### config.mk
export PLATFORM = sky130hd
export DESIGN_NAME = mem_access
export DESIGN_NICKNAME = d
export VERILOG_FILES = /design/src/rtl/mips_pkg.sv /design/src/rtl/mem_ld_ext.sv /design/src/rtl/mem_access.sv
export SDC_FILE = /design/constraint.sdc
export NUM_CORES = 1
export LEC_CHECK = 0
export BUFFER_PORTS_ARGS = -buffer_cell sky130_fd_sc_hd__buf_2
export CAP_MARGIN = 15
export CORE_MARGIN = 3
export CORE_UTILIZATION = 45
export DETAILED_ROUTE_END_ITERATION = 10
export PLACE_DENSITY = 0.82
export SYNTH_ARGS = -nofsm -noshare
export SYNTH_HDL_FRONTEND = slang
export SYNTH_HIERARCHICAL = 1
export SYNTH_SLANG_ARGS = --single-unit
### constraint.sdc
create_clock -name clk -period 2.46 [get_ports clk]
set_clock_uncertainty 0.15 [all_clocks]
set_input_delay 0.369 -clock clk [delete_from_list [all_inputs] [get_ports clk]]
set_output_delay 0.369 -clock clk [all_outputs]
set_load 0.01 [all_outputs]
### src/rtl/mips_pkg.sv
// Shared memory-stage types: memop encodings, access FSM states, lane helpers.
package mips_pkg;

    typedef enum logic [2:0] {
        MOP_LB  = 3'b000,
        MOP_LH  = 3'b001,
        MOP_LW  = 3'b010,
        MOP_LBU = 3'b011,
        MOP_LHU = 3'b100,
        MOP_SB  = 3'b101,
        MOP_SH  = 3'b110,
        MOP_SW  = 3'b111
    } memop_e;

    typedef enum logic [1:0] {
        ST_IDLE = 2'd0,
        ST_REQ  = 2'd1,
        ST_DONE = 2'd2
    } mem_state_e;

    localparam logic [1:0] SZ_BYTE = 2'd0;
    localparam logic [1:0] SZ_HALF = 2'd1;
    localparam logic [1:0] SZ_WORD = 2'd2;

    function automatic logic is_store(memop_e op);
        return (op == MOP_SB) || (op == MOP_SH) || (op == MOP_SW);
    endfunction

    function automatic logic [1:0] acc_size(memop_e op);
        logic [1:0] sz;
        case (op)
            MOP_LB, MOP_LBU, MOP_SB: sz = SZ_BYTE;
            MOP_LH, MOP_LHU, MOP_SH: sz = SZ_HALF;
            default:                 sz = SZ_WORD;
        endcase
        return sz;
    endfunction

    function automatic logic is_misaligned(memop_e op, logic [1:0] off);
        logic [1:0] sz;
        sz = acc_size(op);
        return ((sz == SZ_HALF) && off[0]) || ((sz == SZ_WORD) && (off != 2'b00));
    endfunction

    // Offending low address bits are dropped so a misaligned access lands on its container.
    function automatic logic [1:0] eff_off(memop_e op, logic [1:0] off);
        logic [1:0] r;
        case (acc_size(op))
            SZ_BYTE: r = off;
            SZ_HALF: r = {off[1], 1'b0};
            default: r = 2'b00;
        endcase
        return r;
    endfunction

    function automatic logic [3:0] lane_mask(memop_e op, logic [1:0] off);
        logic [3:0] m;
        case (acc_size(op))
            SZ_BYTE: m = 4'b0001 << off;
            SZ_HALF: m = 4'b0011 << off;
            default: m = 4'b1111;
        endcase
        return m;
    endfunction

    function automatic logic [31:0] lane_wdata(memop_e op, logic [31:0] wd);
        logic [31:0] r;
        case (acc_size(op))
            SZ_BYTE: r = {4{wd[7:0]}};
            SZ_HALF: r = {2{wd[15:0]}};
            default: r = wd;
        endcase
        return r;
    endfunction

endpackage

### src/rtl/mem_ld_ext.sv
// Load lane extraction: picks the addressed byte/half from the bus word and extends it.
module mem_ld_ext
    import mips_pkg::*;
(
    input  memop_e      op,
    input  logic [1:0]  off,
    input  logic [31:0] rdata,
    output logic [31:0] data
);

    logic [15:0] lane;

    always_comb begin
        lane = 16'(rdata >> {off, 3'b000});
        case (op)
            MOP_LB:  data = {{24{lane[7]}}, lane[7:0]};
            MOP_LH:  data = {{16{lane[15]}}, lane};
            MOP_LW:  data = rdata;
            MOP_LBU: data = {24'd0, lane[7:0]};
            MOP_LHU: data = {16'd0, lane};
            default: data = 32'd0;
        endcase
    end

endmodule

### src/rtl/mem_access.sv
// Memory-stage access sequencer: one bus transaction per start, with timeout.
// Optional MEM_ALIGN_CHECK_EN: misaligned accesses skip the bus and raise adel/ades.
module mem_access
    import mips_pkg::*;
#(
    parameter int TIMEOUT_CYC = 255
) (
    input  logic        clk,
    input  logic        rst_n,
    input  logic        start,
    input  logic [2:0]  memop,
    input  logic [31:0] addr,
    input  logic [31:0] wdata,
    output logic        busy,
    output logic        done,
    output logic [31:0] dout,
    output logic        bus_err,
    output logic        adel,
    output logic        ades,
    output logic        mem_req,
    output logic        mem_we,
    output logic [31:0] mem_addr,
    output logic [3:0]  mem_be,
    output logic [31:0] mem_wdata,
    input  logic        mem_ack,
    input  logic [31:0] mem_rdata
);

    localparam logic [7:0] TO_LAST = 8'(TIMEOUT_CYC - 1);

    mem_state_e  state_q, state_d;
    memop_e      op_q, op_d;
    logic [1:0]  off_q, off_d;
    logic [7:0]  cnt_q, cnt_d;
    logic        misal_q, misal_d;
    logic        busy_q, busy_d;
    logic        done_q, done_d;
    logic [31:0] dout_q, dout_d;
    logic        bus_err_q, bus_err_d;
    logic        adel_q, adel_d;
    logic        ades_q, ades_d;
    logic        mem_req_q, mem_req_d;
    logic        mem_we_q, mem_we_d;
    logic [31:0] mem_addr_q, mem_addr_d;
    logic [3:0]  mem_be_q, mem_be_d;
    logic [31:0] mem_wdata_q, mem_wdata_d;

    memop_e      op_in;
    logic [1:0]  off_in;
    logic        mis_in;
    logic [31:0] ld_data;

    mem_ld_ext u_ld_ext (
        .op    (op_q),
        .off   (off_q),
        .rdata (mem_rdata),
        .data  (ld_data)
    );

    always_comb begin
        op_in  = memop_e'(memop);
        off_in = eff_off(op_in, addr[1:0]);
`ifdef MEM_ALIGN_CHECK_EN
        mis_in = is_misaligned(op_in, addr[1:0]);
`else
        mis_in = 1'b0;
`endif
    end

    always_comb begin
        state_d     = state_q;
        op_d        = op_q;
        off_d       = off_q;
        cnt_d       = cnt_q;
        misal_d     = misal_q;
        busy_d      = busy_q;
        done_d      = 1'b0;
        dout_d      = dout_q;
        bus_err_d   = bus_err_q;
        adel_d      = adel_q;
        ades_d      = ades_q;
        mem_req_d   = mem_req_q;
        mem_we_d    = mem_we_q;
        mem_addr_d  = mem_addr_q;
        mem_be_d    = mem_be_q;
        mem_wdata_d = mem_wdata_q;

        case (state_q)
            ST_IDLE: begin
                if (start) begin
                    state_d     = ST_REQ;
                    op_d        = op_in;
                    off_d       = off_in;
                    cnt_d       = 8'd0;
                    misal_d     = mis_in;
                    busy_d      = 1'b1;
                    dout_d      = 32'd0;
                    bus_err_d   = 1'b0;
                    adel_d      = 1'b0;
                    ades_d      = 1'b0;
                    mem_req_d   = !mis_in;
                    mem_we_d    = !mis_in && is_store(op_in);
                    mem_addr_d  = {addr[31:2], 2'b00};
                    mem_be_d    = lane_mask(op_in, off_in);
                    mem_wdata_d = lane_wdata(op_in, wdata);
                end
            end
            ST_REQ: begin
                if (misal_q) begin
                    state_d = ST_DONE;
                    done_d  = 1'b1;
                    adel_d  = !is_store(op_q);
                    ades_d  = is_store(op_q);
                end else if (mem_ack) begin
                    // Ack wins even in the cycle the counter expires.
                    state_d   = ST_DONE;
                    done_d    = 1'b1;
                    mem_req_d = 1'b0;
                    mem_we_d  = 1'b0;
                    dout_d    = is_store(op_q) ? 32'd0 : ld_data;
                end else if (cnt_q == TO_LAST) begin
                    state_d   = ST_DONE;
                    done_d    = 1'b1;
                    bus_err_d = 1'b1;
                    mem_req_d = 1'b0;
                    mem_we_d  = 1'b0;
                end else begin
                    cnt_d = cnt_q + 8'd1;
                end
            end
            ST_DONE: begin
                state_d = ST_IDLE;
                busy_d  = 1'b0;
            end
            default: begin
                state_d   = ST_IDLE;
                busy_d    = 1'b0;
                mem_req_d = 1'b0;
                mem_we_d  = 1'b0;
            end
        endcase
    end

    always_ff @(posedge clk or negedge rst_n) begin
        if (!rst_n) begin
            state_q     <= ST_IDLE;
            op_q        <= MOP_LB;
            off_q       <= 2'b00;
            cnt_q       <= 8'd0;
            misal_q     <= 1'b0;
            busy_q      <= 1'b0;
            done_q      <= 1'b0;
            dout_q      <= 32'd0;
            bus_err_q   <= 1'b0;
            adel_q      <= 1'b0;
            ades_q      <= 1'b0;
            mem_req_q   <= 1'b0;
            mem_we_q    <= 1'b0;
            mem_addr_q  <= 32'd0;
            mem_be_q    <= 4'd0;
            mem_wdata_q <= 32'd0;
        end else begin
            state_q     <= state_d;
            op_q        <= op_d;
            off_q       <= off_d;
            cnt_q       <= cnt_d;
            misal_q     <= misal_d;
            busy_q      <= busy_d;
            done_q      <= done_d;
            dout_q      <= dout_d;
            bus_err_q   <= bus_err_d;
            adel_q      <= adel_d;
            ades_q      <= ades_d;
            mem_req_q   <= mem_req_d;
            mem_we_q    <= mem_we_d;
            mem_addr_q  <= mem_addr_d;
            mem_be_q    <= mem_be_d;
            mem_wdata_q <= mem_wdata_d;
        end
    end

    assign busy      = busy_q;
    assign done      = done_q;
    assign dout      = dout_q;
    assign bus_err   = bus_err_q;
    assign adel      = adel_q;
    assign ades      = ades_q;
    assign mem_req   = mem_req_q;
    assign mem_we    = mem_we_q;
    assign mem_addr  = mem_addr_q;
    assign mem_be    = mem_be_q;
    assign mem_wdata = mem_wdata_q;

endmodule

Word level (Yosys, flattened, before mapping)

Index checks and enable logic that the tools add are counted.

Latch bits: 0
ROM bits: 0
Input bits: 103
RAM bits: 0
Flip-flop bits (word level): 119
Memories: 0
Logic and storage cells: 98

Bitwise gates (word level): 2
Shift-type cells: 3
Reduce and logical (&&, ||, !) cells: 20
Multiply operators: 0
Add/subtract/negate cells: 1
Muxes and demuxes: 34
$lt $le $gt $ge: 0
Equal/unequal tests: 24
Divide/modulo/power cells: 0

Operators by type and width:

| kind                  | number |
|---|---|
| $pmux W32 S5          | 1 |
| $pmux W32 S2          | 2 |
| $mux W32              | 3 |
| $shr A32 B5 Y16       | 1 |
| $eq A3 B3 Y1 const B  | 8 |
| $mux W8               | 3 |
| $pmux W8 S2           | 1 |
| $pmux W2 S2           | 3 |
| $mux W1               | 11 |
| $mux W2               | 5 |
| $ne A2 B2 Y1 const B  | 5 |
| $eq A3 B2 Y1 const B  | 3 |
| $reduce_and A3 Y1     | 3 |
| $add A8 B1 Y8 const B | 1 |
| $eq A8 B8 Y1 const B  | 1 |
| $pmux W4 S2           | 1 |
| $reduce_and A4 Y1     | 2 |
| $eq A2 B1 Y1 const B  | 3 |
| $eq A3 B1 Y1 const B  | 2 |
| $logic_not A2 Y1      | 3 |
| $logic_not A3 Y1      | 2 |
| $pmux W1 S3           | 2 |
| $reduce_and A2 Y1     | 3 |
| $reduce_or A3 Y1      | 2 |
| other kinds (8)       | 13 |

Longest topological paths before layout

Depth in word-level cells: 7
Mapped depth: 8
Mapped depth without buffers: 6

Modules after synthesis

Netlist, hierarchy kept.

By module, submodules not included:

| module     | area each (um^2) | instances | cells each | seq. area each (um^2) |
|---|---|---|---|---|
| mem_access | 5332.6           | 1         | 533        | 2952.8 |
| mem_ld_ext | 1007.2           | 1         | 149        | 0.0 |

Worst setup path after synthesis

OpenSTA, ideal clock, no wires.

Path type: register to register
From: reg off_q[0]
To: reg dout_q[10], in the netlist dout[10]
Path slack: 0.628 ns
Data required time: 2.189 ns
Data arrival time: 1.561 ns
Stages on the path, launching flop included: 7
Path buffers: 1
Library setup time: 0.121 ns
Cells stage by stage: dfrtp_1 > buf_6 > mux4_2 > nand2b_2 > nor3_2 > a211o_1 > a22o_1

Cells in the longest elaborated chain, start to end: 5

Ends and longest elaborated chain:

| element                | line              | text |
|---|---|---|
| from (decl)            | mem_access.sv:33  | `logic [1:0] off_q, off_d;` |
| from (signal assigned) | mem_access.sv:148 | `off_q <= 2'b00;` |
| from (signal assigned) | mem_access.sv:165 | `off_q <= off_d;` |
| $shr A32 B5 Y16        | mem_ld_ext.sv:14  | `lane = 16'(rdata >> {off, 3'b000});` |
| $pmux W32 S5           | mem_ld_ext.sv:15  | `case (op)` |
| via ld_data[10]        | mem_access.sv:51  | `logic [31:0] ld_data;` |
| $mux W32               | mem_access.sv:120 | `dout_d = is_store(op_q) ? 32'd0 : ld_data;` |
| $mux W32               | mem_access.sv:114 | `end else if (mem_ack) begin` |
| $pmux W32 S2           | mem_access.sv:88  | `case (state_q)` |
| to (signal assigned)   | mem_access.sv:170 | `dout_q <= dout_d;` |
| to (decl)              | mem_access.sv:38  | `logic [31:0] dout_q, dout_d;` |

The timed path passes the listed nets, and every way through them passes these cells. The select of a mux whose other input is x is not followed.
A chain may end at the register's enable or synchronous reset.

Worst setup path in the final report

From: reg op_q[1]
To: reg dout_q[0], in the netlist dout[0]

Elaborated cells on any way between the ends: 14

RTL lines:

| element                              | line              | text |
|---|---|---|
| from (decl)                          | mem_access.sv:32  | `memop_e op_q, op_d;` |
| from (signal assigned)               | mem_access.sv:164 | `op_q <= op_d;` |
| $eq A3 B3 Y1 (tied with other cells) | mem_ld_ext.sv:15  |  |
| $pmux W32 S5 *                       | mem_ld_ext.sv:15  |  |
| via ld_data[0]                       | mem_access.sv:51  |  |
| $mux W32 *                           | mem_access.sv:120 |  |
| $mux W32 *                           | mem_access.sv:114 |  |
| $pmux W32 S2 *                       | mem_access.sv:88  |  |

The timed path passes the listed nets; every way through them passes the cells marked *. The select of a mux whose other input is x is not followed.

==> run_results.csv <==
group,metric,value,unit
cells_and_area,fin_util,61.1,%
pwr,finalPower,10.2,mW
clock_network,clkTransAtPathRegs,0.05,ns
sta,fin_crit,1.99,ns
global_route,grt_pass1_vias,5807,
pwr,ir_drop,0.000654,V
synth,synth_seq_cells,118,
floorplanning,core,13500,um^2
sta,rsz0062_at_grt,"no",
hold_path,hp-class,"input port to flip-flop",
global_route,antenna_found_initial,0,
drt,vias,5996,
cells_and_area,drive_gt1_share,29.6,%
setup_path,reg2regPathDepth,5,
synth,synth-seq-area-share,46.6,%
floorplanning,die_area,15500,um^2
drt,ant_nets,0,
hold_path,holdPathStages,3,
synth,synth_cell_types,56,
floorplanning,fp.dieH,125,um
global_route,track_usage,23.9,%
drt,vias_per_cell,5.55,
pwr,power_density,1240,nW/um^2
sta,slew_viol_final,0,
place,gp_congestion,0.900,
setup_path,cp.required,2.60,ns
place,place_inst,1030,
cells_and_area,diodes,0,
setup_path,start_kind,"flip-flop",
setup_path,critPathArrivalTime,2.13,ns
clock_network,cts_tree,"done",
sta,worstMarginPinSlew,0.641,ns
global_route,grt_pass1_wl,30.3,mm
setup_path,crit_type,"flip-flop to flip-flop",
clock_network,insertion_delay,0.41,ns
pwr,combPwrFrac,45.1,%
clock_network,h-tree-depth,4,
synth,synth_warnings,6,
outcome,run_status,"finished clean",
floorplanning,start_util,46.9,%
clock_network,cts_inserted_buffers,17,
cells_and_area,final_cells,1081,
global_route,grt_start_max_net_pins,119,
cells_and_area,fill_cells,1145,
synth,synth_cells,682,
sta,fmax,503,MHz
place,hpwl,13.1,mm
pwr,p_sw_share,39.3,%
synth,synthesis.area,6340,um^2
clock_network,cts_resized,0,
synth,synthArstFlopShare,100,%
drt,wl_per_cell,17.3,um
cells_and_area,final_area,8250,um^2
clock_network,ctsRootBufferMaster,"clkbuf_16",
pwr,power_leakage,4.26,nW
pwr,switching_power,4.01,mW
place,portBuffers,205,
sta,finalCritPeriodShare,80.8,%
sta,setup_viol,0,
sta,slew_headroom,57.3,%
pwr,p_clk_share,21.5,%
pwr,pwr-share-seq,33.3,%
sta,hold_violations,0,
floorplanning,die_w,125,um
drt,wirelength,18.7,mm
synth,yosys_most_used_dff,"dfrtp_1",
drt,first_pass_iters,5,
place,postPlaceCellArea,7480,um^2
synth,synth_edf_count,0,
synth,synth.avg_cell_area,9.30,um^2
global_route,overflow,0,
cells_and_area,syn_to_final_growth,30.1,%
drt,drt_iter0_markers,576,
setup_path,path_max_fanout,13,
clock_network,cts.sinks,118,
clock_network,clock_path_buffers,2,
job,drv_cap,0,
pwr,p_int,6.19,mW
floorplanning,io_pins,210,
drt,drc_errors,0,
floorplanning,rows,42,
cells_and_area,fin_nets,1001,
setup_path,endpoint_kind,"flip-flop",
sta,setup_tns,0,ns
==> state kept, by name (all words and copies together), names as in the netlist <==
signal	count
state_q	2
dout	32
done	1
mem_req	1
cnt_q	8
mem_addr	30
bus_err	1
mem_wdata	32
mem_we	1
busy	1
off_q	2
mem_be	4
op_q	3
==> cell usage after synthesis, types with 5 or more instances <==
library cell | n | area, um^2
a211o_1 | 6 | 52.6
a21oi_1 | 48 | 240
a221oi_1 | 17 | 149
a22o_1 | 32 | 280
a22oi_1 | 9 | 67.6
a2bb2oi_1 | 6 | 52.6
buf_2 | 17 | 85.1
buf_4 | 8 | 60.1
buf_6 | 7 | 78.8
clkbuf_1 | 20 | 75.1
dfrtp_1 | 118 | 2950
inv_1 | 12 | 45.0
mux2i_1 | 53 | 531
nand2_1 | 156 | 586
nand2b_1 | 11 | 68.8
nor2_1 | 37 | 139
o211ai_1 | 11 | 82.6
o21ai_0 | 37 | 185
o21ai_1 | 9 | 45.0
o31ai_1 | 5 | 37.5
or3_1 | 6 | 37.5
==> stage by stage <==
stage	worst slack, ns	hold slack (ns)
after floorplan	0.628	-0.0766
after global placement	0.243	0.304
after detailed placement	0.173	0.307
after CTS	0.138	0.000622
after global routing	0.383	0.0155
final	0.473	0.0252
==> layout by cell type, fill, tap and decap left out, types with 3 or more instances in the layout <==
master | Yosys | final
nand3b_1 | 3 | 3
buf_2 | 17 | 204
mux2i_1 | 53 | 53
dfrtp_1 | 118 | 118
o31ai_1 | 5 | 5
a21oi_1 | 48 | 48
a211o_1 | 6 | 6
nor2_1 | 37 | 37
nand2b_1 | 11 | 11
a21o_1 | 3 | 3
a22oi_1 | 9 | 9
mux2_2 | 3 | 3
conb_1 | 1 | 4
buf_4 | 8 | 16
and2_1 | 3 | 3
or3_1 | 6 | 6
clkbuf_1 | 20 | 3
a2bb2oi_1 | 6 | 6
dlygate4sd3_1 | 0 | 22
or4_1 | 3 | 3
a22o_1 | 32 | 32
inv_1 | 12 | 12
clkbuf_16 | 0 | 17
nand3_1 | 4 | 3
o21ai_0 | 37 | 37
a221oi_1 | 17 | 17
nand2_1 | 156 | 156
o211ai_1 | 11 | 11
clkinv_2 | 0 | 5
nand4_1 | 4 | 4
buf_12 | 0 | 3
o21ai_1 | 9 | 9
==> power by group through the flow <==
stage / sequential (mW) / combinational (mW) / clock [mW]
CTS: 3.39 / 4.56 / 2.25
floorplan: 3.69 / 2.62 / 0
global placement: 3.37 / 4.41 / 0
global route: 3.52 / 5.04 / 2.34
detailed placement: 3.38 / 4.53 / 0
finish: 3.40 / 4.60 / 2.20
==> worst max-delay path: stages (launching register included) <==
cell and delay (ns):
dfrtp_1 0.47, inv_1 0.40, nor2_2 0.19, a221oi_1 0.34, a21oi_1 0.10, a22o_1 0.22
==> layout make-up <==
cell class                      instances  area [um^2]  area share, %
Clock inverter                          6         55.1          0.667
Multi-Input combinational cell        499         3060           37.0
Timing Repair Buffer                  246         1450           17.6
Tap cell                              176          220           2.67
Sequential cell                       118         2950           35.8
Clock buffer                           22          464           5.63
Inverter                               14         52.6          0.637
==> repair_timing <==
item,in CTS,in global routing
hold buffers,22,0
setup endpoints to repair,0,0
setup buffers,0,0
endpoints found under the hold margin,139,0
==> logic make-up (layout without fill, tap and decap cells) <==
| kind of cell | Yosys count | in the layout | share of synthesized area (%) |
|---|---|---|---|
| simple gates | 241 | 241 | 16.8 |
| compound gates | 194 | 194 | 20.8 |
| flops | 118 | 118 | 46.6 |
| buf+inv | 68 | 288 | 5.66 |
| mux | 57 | 57 | 9.26 |
| fa+ha+maj | 2 | 2 | 0.395 |
| other cells | 1 | 4 | 0.0591 |
| xor+xnor | 1 | 1 | 0.434 |
==> per-layer routing <==
layer	share of wire [%]	track usage [%]
met1	43	31.9
met2	46	36.5
met3	8.6	7.59
met4	2.3	8.77
met5	0	0
==> worst paths after layout <==
path | start | to | slack [ns]
worst max-delay path | op_q[1]$_DFFE_PN0P_ | dout[0]$_DFFE_PN0P_ | 0.47
worst min-delay path | addr[21] | mem_addr[21]$_DFFE_PN0P_ | 0.03
worst max register to register | op_q[1]$_DFFE_PN0P_ | dout[0]$_DFFE_PN0P_ | 0.47
worst min register to register | mem_addr[23]$_DFFE_PN0P_ | mem_addr[23]$_DFFE_PN0P_ | 0.32
max in group asynchronous | rst_n | mem_wdata[18]$_DFFE_PN0P_ | 1.24
min in group asynchronous | rst_n | dout[4]$_DFFE_PN0P_ | 0.43
Note: power is estimated with default switching activity, not from simulation.
